<file path="config.mk">
export PLATFORM = sky130hd
export DESIGN_NAME = alu_arb
export DESIGN_NICKNAME = d
export VERILOG_FILES = /design/src/rtl/alu_arb.sv
export SDC_FILE = /design/constraint.sdc
export NUM_CORES = 1
export LEC_CHECK = 0
export BUFFER_PORTS_ARGS = -buffer_cell sky130_fd_sc_hd__buf_2
export CAP_MARGIN = 20
export CORE_ASPECT_RATIO = 1.1
export CORE_MARGIN = 10
export CORE_UTILIZATION = 35
export DETAILED_ROUTE_END_ITERATION = 6
export HOLD_SLACK_MARGIN = 0.05
export PLACE_DENSITY = 0.76
export SLEW_MARGIN = 20
export SYNTH_ARGS = -nofsm -noshare
export SYNTH_HDL_FRONTEND = slang
export SYNTH_SLANG_ARGS = --single-unit
</file>
<file path="constraint.sdc">
create_clock -name ck -period 1.5 [get_ports ck]
set_input_delay 0.3 -clock ck [delete_from_list [all_inputs] [get_ports ck]]
set_output_delay 0.3 -clock ck [all_outputs]
set_load 0.01 [all_outputs]
</file>
<file path="src/rtl/alu_arb.sv">
// -----------------------------------------------------------------------------
// alu_arb -- two-requester front end for a shared, one-cycle-pipelined ALU.
//
// The block picks one requester per cycle and muxes that requester's operands
// and op code onto the ALU inputs. A valid+id tag follows each issued
// operation down a two-stage shift register. When the ALU result for the
// operation is available, the block captures it and presents it with a
// one-cycle rsp_valid strobe. Op codes are passed through without decoding.
//
// Arbitration:
//   default                       round robin. On contention the grant goes to
//                                 the requester not granted last. The pointer
//                                 resets to requester 1, so requester 0 wins
//                                 the first contention.
//   ALU_ARB_FIXED_PRIO_EN defined requester 0 always wins, and there is no
//                                 last-grant pointer.
//
// Parameters:
//   CNT_W          width of the ops_cnt issued-operation counter
//
// Ports:
//   ck             rising-edge clock shared with the ALU
//   rst_n          asynchronous active-low reset
//   reqN_valid     requester N has an operation pending
//   reqN_ready     grant to requester N this cycle (combinational)
//   reqN_a/_b/_ctr operands and op code of requester N
//   alu_a/_b/_ctr  drive the ALU inputs; 0 when nothing is granted
//   alu_o          ALU result, one cycle after the ALU captured its inputs
//   rsp_valid      one-cycle result strobe
//   rsp_id         requester that owns the result
//   rsp_data       result value; holds while rsp_valid=0
//   rsp_zero       rsp_data==0; holds while rsp_valid=0
//   busy           an operation is in flight
//   ops_cnt        count of accepted operations, wraps modulo 2^CNT_W
// -----------------------------------------------------------------------------
module alu_arb #(
  parameter int CNT_W = 16
) (
  input  logic             ck,
  input  logic             rst_n,
  input  logic             req0_valid,
  input  logic             req1_valid,
  output logic             req0_ready,
  output logic             req1_ready,
  input  logic [7:0]       req0_a,
  input  logic [7:0]       req0_b,
  input  logic [3:0]       req0_ctr,
  input  logic [7:0]       req1_a,
  input  logic [7:0]       req1_b,
  input  logic [3:0]       req1_ctr,
  output logic [7:0]       alu_a,
  output logic [7:0]       alu_b,
  output logic [3:0]       alu_ctr,
  input  logic [7:0]       alu_o,
  output logic             rsp_valid,
  output logic             rsp_id,
  output logic [7:0]       rsp_data,
  output logic             rsp_zero,
  output logic             busy,
  output logic [CNT_W-1:0] ops_cnt
);

  logic gnt0;
  logic gnt1;
  logic vld_p0;
  logic id_p0;
  logic vld_p1;
  logic id_p1;
  logic vld_p2;
  logic id_p2;

`ifndef ALU_ARB_FIXED_PRIO_EN
  // Requester that won the most recent transfer (0 or 1).
  logic last_gnt;
`endif

  // ---- stage p0: arbitration and issue to the ALU ----
  // Grants are forced low during reset so nothing can transfer while the
  // tag pipeline is being cleared.
  always_comb begin
    gnt0 = 1'b0;
    gnt1 = 1'b0;
    if (rst_n) begin
`ifdef ALU_ARB_FIXED_PRIO_EN
      gnt0 = req0_valid;
      gnt1 = req1_valid & ~req0_valid;
`else
      if (req0_valid && req1_valid) begin
        gnt0 = last_gnt;
        gnt1 = ~last_gnt;
      end else begin
        gnt0 = req0_valid;
        gnt1 = req1_valid;
      end
`endif
    end
  end

  assign req0_ready = gnt0;
  assign req1_ready = gnt1;
  assign vld_p0     = gnt0 | gnt1;
  assign id_p0      = gnt1;

  always_comb begin
    alu_a   = 8'h00;
    alu_b   = 8'h00;
    alu_ctr = 4'h0;
    if (gnt0) begin
      alu_a   = req0_a;
      alu_b   = req0_b;
      alu_ctr = req0_ctr;
    end else if (gnt1) begin
      alu_a   = req1_a;
      alu_b   = req1_b;
      alu_ctr = req1_ctr;
    end
  end

`ifndef ALU_ARB_FIXED_PRIO_EN
  always_ff @(posedge ck or negedge rst_n) begin
    if (!rst_n) begin
      last_gnt <= 1'b1;
    end else if (vld_p0) begin
      last_gnt <= id_p0;
    end
  end
`endif

  always_ff @(posedge ck or negedge rst_n) begin
    if (!rst_n) begin
      ops_cnt <= '0;
    end else if (vld_p0) begin
      ops_cnt <= ops_cnt + CNT_W'(1);
    end
  end

  // ---- stage p1: the ALU has captured its inputs ----
  always_ff @(posedge ck or negedge rst_n) begin
    if (!rst_n) begin
      vld_p1 <= 1'b0;
      id_p1  <= 1'b0;
    end else begin
      vld_p1 <= vld_p0;
      id_p1  <= id_p0;
    end
  end

  // ---- stage p2: alu_o holds the result for this tag ----
  always_ff @(posedge ck or negedge rst_n) begin
    if (!rst_n) begin
      vld_p2 <= 1'b0;
      id_p2  <= 1'b0;
    end else begin
      vld_p2 <= vld_p1;
      id_p2  <= id_p1;
    end
  end

  // ---- response register ----
  // Data and zero flag load only with a valid tag, so they hold between
  // results.
  always_ff @(posedge ck or negedge rst_n) begin
    if (!rst_n) begin
      rsp_valid <= 1'b0;
      rsp_id    <= 1'b0;
      rsp_data  <= 8'h00;
      rsp_zero  <= 1'b0;
    end else begin
      rsp_valid <= vld_p2;
      if (vld_p2) begin
        rsp_id   <= id_p2;
        rsp_data <= alu_o;
        rsp_zero <= (alu_o == 8'h00);
      end
    end
  end

  assign busy = vld_p1 | vld_p2 | rsp_valid;

endmodule

</file>
Word-level counts from Yosys, hierarchy flattened. Cells that the tools add are included.

Reduce and logical (&&, ||, !) cells: 2. Bitwise operators: 4. Mux-type cells: 10. $lt $le $gt $ge: 0. Shifts and indexed selects: 0. Div/mod/pow operators: 0. Multipliers: 0. Equal/unequal tests: 0. Add/sub/neg operators: 1.

Operators by type and width (number): $mux W8 (4); $add A16 B1 Y16 const B (1); $logic_not A8 Y1 (1); $mux W4 (2); $mux W1 (4); $or A1 B1 Y1 (3); $logic_and A1 B1 Y1 (1); $not A1 Y1 (1).

Flip-flop bits (word level): 32. Memories: 0. Word-level logic and storage cells: 27. Memory bits (read-only): 0. Bits in latches: 0. Bits in writable memories: 0. Output and inout bits: 50. Bits of input ports: 52.

Depth between registers and ports, before layout.
Depth in word-level cells: 5. Gate-level depth with buffers: 5. Mapped depth without buffers: 5.

Worst setup path before layout. No wires, ideal clock.

Kind: register -> output. Start: register last_gnt. End: output port alu_b[1]. Buffers on the path: 1. Path slack: 42 ps. Required time: 1200 ps. Arrival time: 1158 ps. Cell stages (with the launch flop): 5. Path through: dfstp_2 > inv_1 > a21oi_1 > buf_2 > a22o_1.

Elaborated cells between the ends (all ways): 7. Those cells by class: mux (6); bitwise (1).

RTL lines: start, declared (line 74) `logic last_gnt;`; start signal, assigned (line 124) `last_gnt <= id_p0;`; $mux W1 (line 88) `if (req0_valid && req1_valid) begin`; $mux W1 (line 83) `if (rst_n) begin`; via req0_ready (line 43) `output logic req0_ready,`; $mux W8 (line 108) `if (gnt0) begin`; end, declared (line 52) `output logic [7:0] alu_b,`.

The timed path passes the listed nets, and every way through them passes these cells.

Worst setup path after layout.
Start: register last_gnt. End: output port alu_a[4].

Cells in the longest elaborated chain, start to end: 5. Elaborated cells between the ends (all ways): 7. Those cells by class: mux (6); bitwise (1).

Ends and longest elaborated chain: $not A1 Y1 (line 90) `gnt1 = ~last_gnt;`; $mux W1 (line 88); $mux W1 (line 83); $mux W8 (line 112) `end else if (gnt1) begin`; $mux W8 * (line 108); end, declared (line 51) `output logic [7:0] alu_a,`.

Mark *: on every way between the ends. The rest lies on a longest branch, timed or not.

==> tab_implementation.tex <==
\begin{tabular}{lr}
\hline
Metric & Value \\
\hline
\multicolumn{2}{l}{\textbf{Outcome}} \\
\quad Result of the run & finished with violations \\
\quad Failing checks & negative setup slack \\
\multicolumn{2}{l}{\textbf{GRT}} \\
\quad All-layer global routing usage & 0.131 \\
\quad Antenna violations before repair & 0 \\
\quad Overflow left after global routing & 0 \\
\quad Wire length of the first global-routing pass & 7410 um \\
\quad Maximum number of pins on one net before global-route repair & 32 \\
\quad Number of global-route vias before repair & 1,537 \\
\multicolumn{2}{l}{\textbf{Detailed routing}} \\
\quad Count of nets left with antenna violations after detail routing & 0 \\
\quad Detail-routed net length per standard cell & 16.1 um \\
\quad Final routed DRC violation total & 0 \\
\quad Sum of routed wire length over all layers & 4770 um \\
\quad Average vias per placed instance & 4.81 \\
\quad First-pass DRT Iterations & 4 \\
\quad Number of vias after detailed routing & 1,425 \\
\quad DRC violation total after the first TritonRoute iteration & 28 \\
\multicolumn{2}{l}{\textbf{Timing}} \\
\quad Worst setup skew after layout & 9.44 ps \\
\quad Final critical delay including setup and external delays & 1800 ps \\
\quad Final period utilization & 1.20 \\
\quad Slew of the pin with the lowest slew margin & 387 ps \\
\quad Worst slew margin & 0.742 \\
\quad RSZ-0062 raised after global routing & yes \\
\quad Setup slack of the critical path after layout & -301 ps \\
\quad FMAX & 555 MHz \\
\quad Slew Limit Fails & 0 \\
\quad Final hold viol count & 0 \\
\quad Count of endpoints failing setup in the final report & 22 \\
\multicolumn{2}{l}{\textbf{Worst setup path}} \\
\quad Worst setup path class & reg2out \\
\quad Worst reg2reg path startpoint & ops\_cnt[3] \\
\quad Top cell family by delay on the critical path & flip-flops \\
\quad Ordered list of cells on the worst path & a21oi\_1, buf\_4, a22o\_1, buf\_2 \\
\quad Largest fanout of any net on the critical path & 11 \\
\quad Crit. End Element & primary output \\
\quad Crit-path max cell delay & 560 ps \\
\quad Critical path data arrival time & 1500 ps \\
\quad Slowest cell on the critical path & dfstp\_2 \\
\quad Critical Path Source Type & register \\
\quad Number of buffer and inverter stages on the critical path & 2 \\
\quad Required time worst endpoint & 1200 ps \\
\quad Startpoint of the most critical setup path & last\_gnt \\
\multicolumn{2}{l}{\textbf{Placed design}} \\
\quad Total instance count after detailed placement & 284 \\
\quad Detail Placement HPWL & 3920 um \\
\quad Final weighted congestion of routability-driven global placement & 0.814 \\
\quad I/O Buffers & 101 \\
\multicolumn{2}{l}{\textbf{Floorplanning}} \\
\quad X dimension of the die & 82.8 um \\
\quad Core area & 4250 um\^{}2 \\
\quad I/O pin count & 102 \\
\quad Number of cell rows & 25 \\
\quad Die Ht & 89.0 um \\
\quad Area enclosed by the die boundary & 7370 um\^{}2 \\
\quad Starting Density & 0.356 \\
\multicolumn{2}{l}{\textbf{Power}} \\
\quad Clock network fraction of total power & 0.296 \\
\quad Reported net switching power & 0.000826 W \\
\quad Sum of internal, switching and leakage power & 0.00269 W \\
\quad Cell-internal power & 0.00186 W \\
\quad Maximum vdd drop & 0.842 mV \\
\quad Combinational Power Share & 0.278 \\
\quad Pwr dens & 1180 nW/um\^{}2 \\
\quad Switching power as a share of total power & 0.307 \\
\quad Leak pwr & 1.21 nW \\
\quad Share of power burned in registers & 0.426 \\
\multicolumn{2}{l}{\textbf{Finish}} \\
\quad Register cell area after layout & 802 um\^{}2 \\
\quad Net count, final & 294 \\
\quad Antenna fix cells & 0 \\
\quad Share of layout cells above drive strength 1 & 0.579 \\
\quad Area Growth Syn to Fin & 50.7\% \\
\quad Number of inserted filler cells in the final layout & 412 \\
\quad Non-Filler Instances & 296 \\
\quad Area used by multi-input combinational logic & 689 um\^{}2 \\
\multicolumn{2}{l}{\textbf{Synthesis}} \\
\quad Number of library cell types mapped by synthesis & 24 \\
\quad Per-instance average area after synthesis & 11.9 um\^{}2 \\
\quad Post-Syn Area & 1520 um\^{}2 \\
\quad Count of warnings emitted by yosys & 0 \\
\quad Synthesized netlist cell count & 127 \\
\quad Post-synthesis register bit count & 32 \\
\quad Sequential fraction of the synthesis area & 0.529 \\
\quad Post-Syn Nets & 180 \\
\multicolumn{2}{l}{\textbf{Clock tree}} \\
\quad CTS tree & done \\
\quad Total number of H-tree levels & 2 \\
\quad Bufs on Longest Clock Path & 2 \\
\quad Root buffer cell & clkbuf\_8 \\
\quad Skew-Pair Late Insertion Delay & 280 ps \\
\quad TritonCTS Sinks & 32 \\
\quad Register clock-pin slew on the reported worst setup and hold paths & 70 ps \\
\quad Inserted Clock Buffers & 5 \\
\multicolumn{2}{l}{\textbf{Run}} \\
\quad Number of maximum-capacitance constraint violations & 0 \\
\multicolumn{2}{l}{\textbf{Min path}} \\
\quad Class of the tightest hold or removal check & in2async \\
\hline
\end{tabular}
metrics by stage:
step	TNS (ps)	hold WS, ps	utilization	setup WS, ps	cell area [um^2]
5_1_grt	-7450	238	0.537	-377	2290
3_3_place_gp	-347	272	0.498	-53.5	2120
3_5_place_dp	-640	284	0.498	-75.8	2120
6_report	-5770	210	0.537	-301	2290
2_1_floorplan	0	4.41	-	42.4	1520
4_1_cts	-5980	205	0.536	-310	2280
worst register-to-register path: stages (launching register included):
cell and delay (ps):
dfrtp_1 430, nand3_1 160, nor3_2 290, nand4_1 160, xnor2_1 140
cells by family (layout without fill, tap and decap cells):
logic type               Yosys count  after routing  synth area share
AO/OA/AOI/OAI                     25             25             0.139
XOR/XNOR                          15             15            0.0866
adder cells (fa/ha/maj)            1              1           0.00825
buffers and inverters              8            123            0.0239
flip-flops                        32             32             0.529
multiplexers                       9              9            0.0668
AND/OR/NAND/NOR                   37             37             0.146
power groups by stage:
stage          combinational, W  clock (W)  sequential (W)
4_1_cts                0.000760   0.000826         0.00115
5_1_grt                0.000824   0.000871         0.00117
6_report               0.000746   0.000797         0.00115
3_5_place_dp           0.000736          0         0.00116
2_1_floorplan          0.000297          0         0.00122
3_3_place_gp           0.000721          0         0.00115
state kept, by name, indices dropped and copies added (netlist names):
name and count:
vld_p2 1, last_gnt 1, rsp_id 1, vld_p1 1, rsp_valid 1, id_p2 1, rsp_zero 1, ops_cnt 16
id_p1 1, rsp_data 8
cell usage in the layout, fill, tap and decap left out, types with 3 or more instances in the layout:
cell	n
a22o_1	20
buf_2	100
buf_4	8
buf_6	3
clkbuf_8	5
dfrtp_1	31
mux2_2	9
nand2_1	13
nand3_1	3
nand4_1	5
nor2_1	4
nor3_2	4
xnor2_1	9
xor2_1	6
worst paths after layout:
check | to | slack [ps] | cells past startpoint
min in group ck | rsp_data[3] | 270 | 2
max reg2reg | ops_cnt[11] | 220 | 4
min reg2reg | id_p2 | 350 | 0
min | vld_p1 | 210 | 3
max in group asynchronous | last_gnt | 910 | 2
max | alu_a[4] | -300 | 4
synth_stat cells:
| library cell | instances | area (um^2) |
|---|---|---|
| o21ai_4 | 1 | 16.3 |
| nand4_4 | 1 | 21.3 |
| nand2_1 | 13 | 48.8 |
| nor3_2 | 4 | 40.0 |
| dfstp_2 | 1 | 26.3 |
| or3_1 | 1 | 6.26 |
| a22o_1 | 20 | 175 |
| dfrtp_1 | 31 | 776 |
| nor2_1 | 4 | 15.0 |
| a21oi_1 | 2 | 10.0 |
| nand3_1 | 3 | 15.0 |
| xor2_1 | 6 | 52.6 |
| and3_1 | 2 | 12.5 |
| inv_1 | 2 | 7.51 |
| nor4_1 | 2 | 12.5 |
| inv_2 | 1 | 3.75 |
| nand3_2 | 1 | 10.0 |
| buf_2 | 5 | 25.0 |
| or2_4 | 1 | 8.76 |
| xnor2_1 | 9 | 78.8 |
| nand4_1 | 5 | 31.3 |
| o21ai_0 | 2 | 10.0 |
| ha_1 | 1 | 12.5 |
| mux2_2 | 9 | 101 |
layer usage:
layer | vias up | global-route usage | part of all wire
li1 | 695 | - | -
met1 | 662 | 0.130 | 0.36
met2 | 64 | 0.225 | 0.52
met3 | 4 | 0.0684 | 0.11
met4 | 0 | 0.0502 | 0.013
met5 | - | 0 | 0
repair_timing:
| item | in CTS | in global routing |
|---|---|---|
| pin swaps | 3 | 5 |
| gates resized for setup | 6 | 2 |
| hold buffers | 1 | 0 |
| endpoints found under the setup margin | 22 | 23 |
| cloned | 2 | 0 |
| buffers inserted | 1 | 0 |
| hold endpoints to repair | 1 | 0 |
final cells by class:
cell class              instances  share of cell area
clock inverters                 3              0.0186
multi-input cells              87               0.302
inverters                       3             0.00493
well taps                      54              0.0296
repair buffers                112               0.264
flip-flops and latches         32               0.351
clock buffers                   5              0.0301
Power figures use the tool's default switching activity.
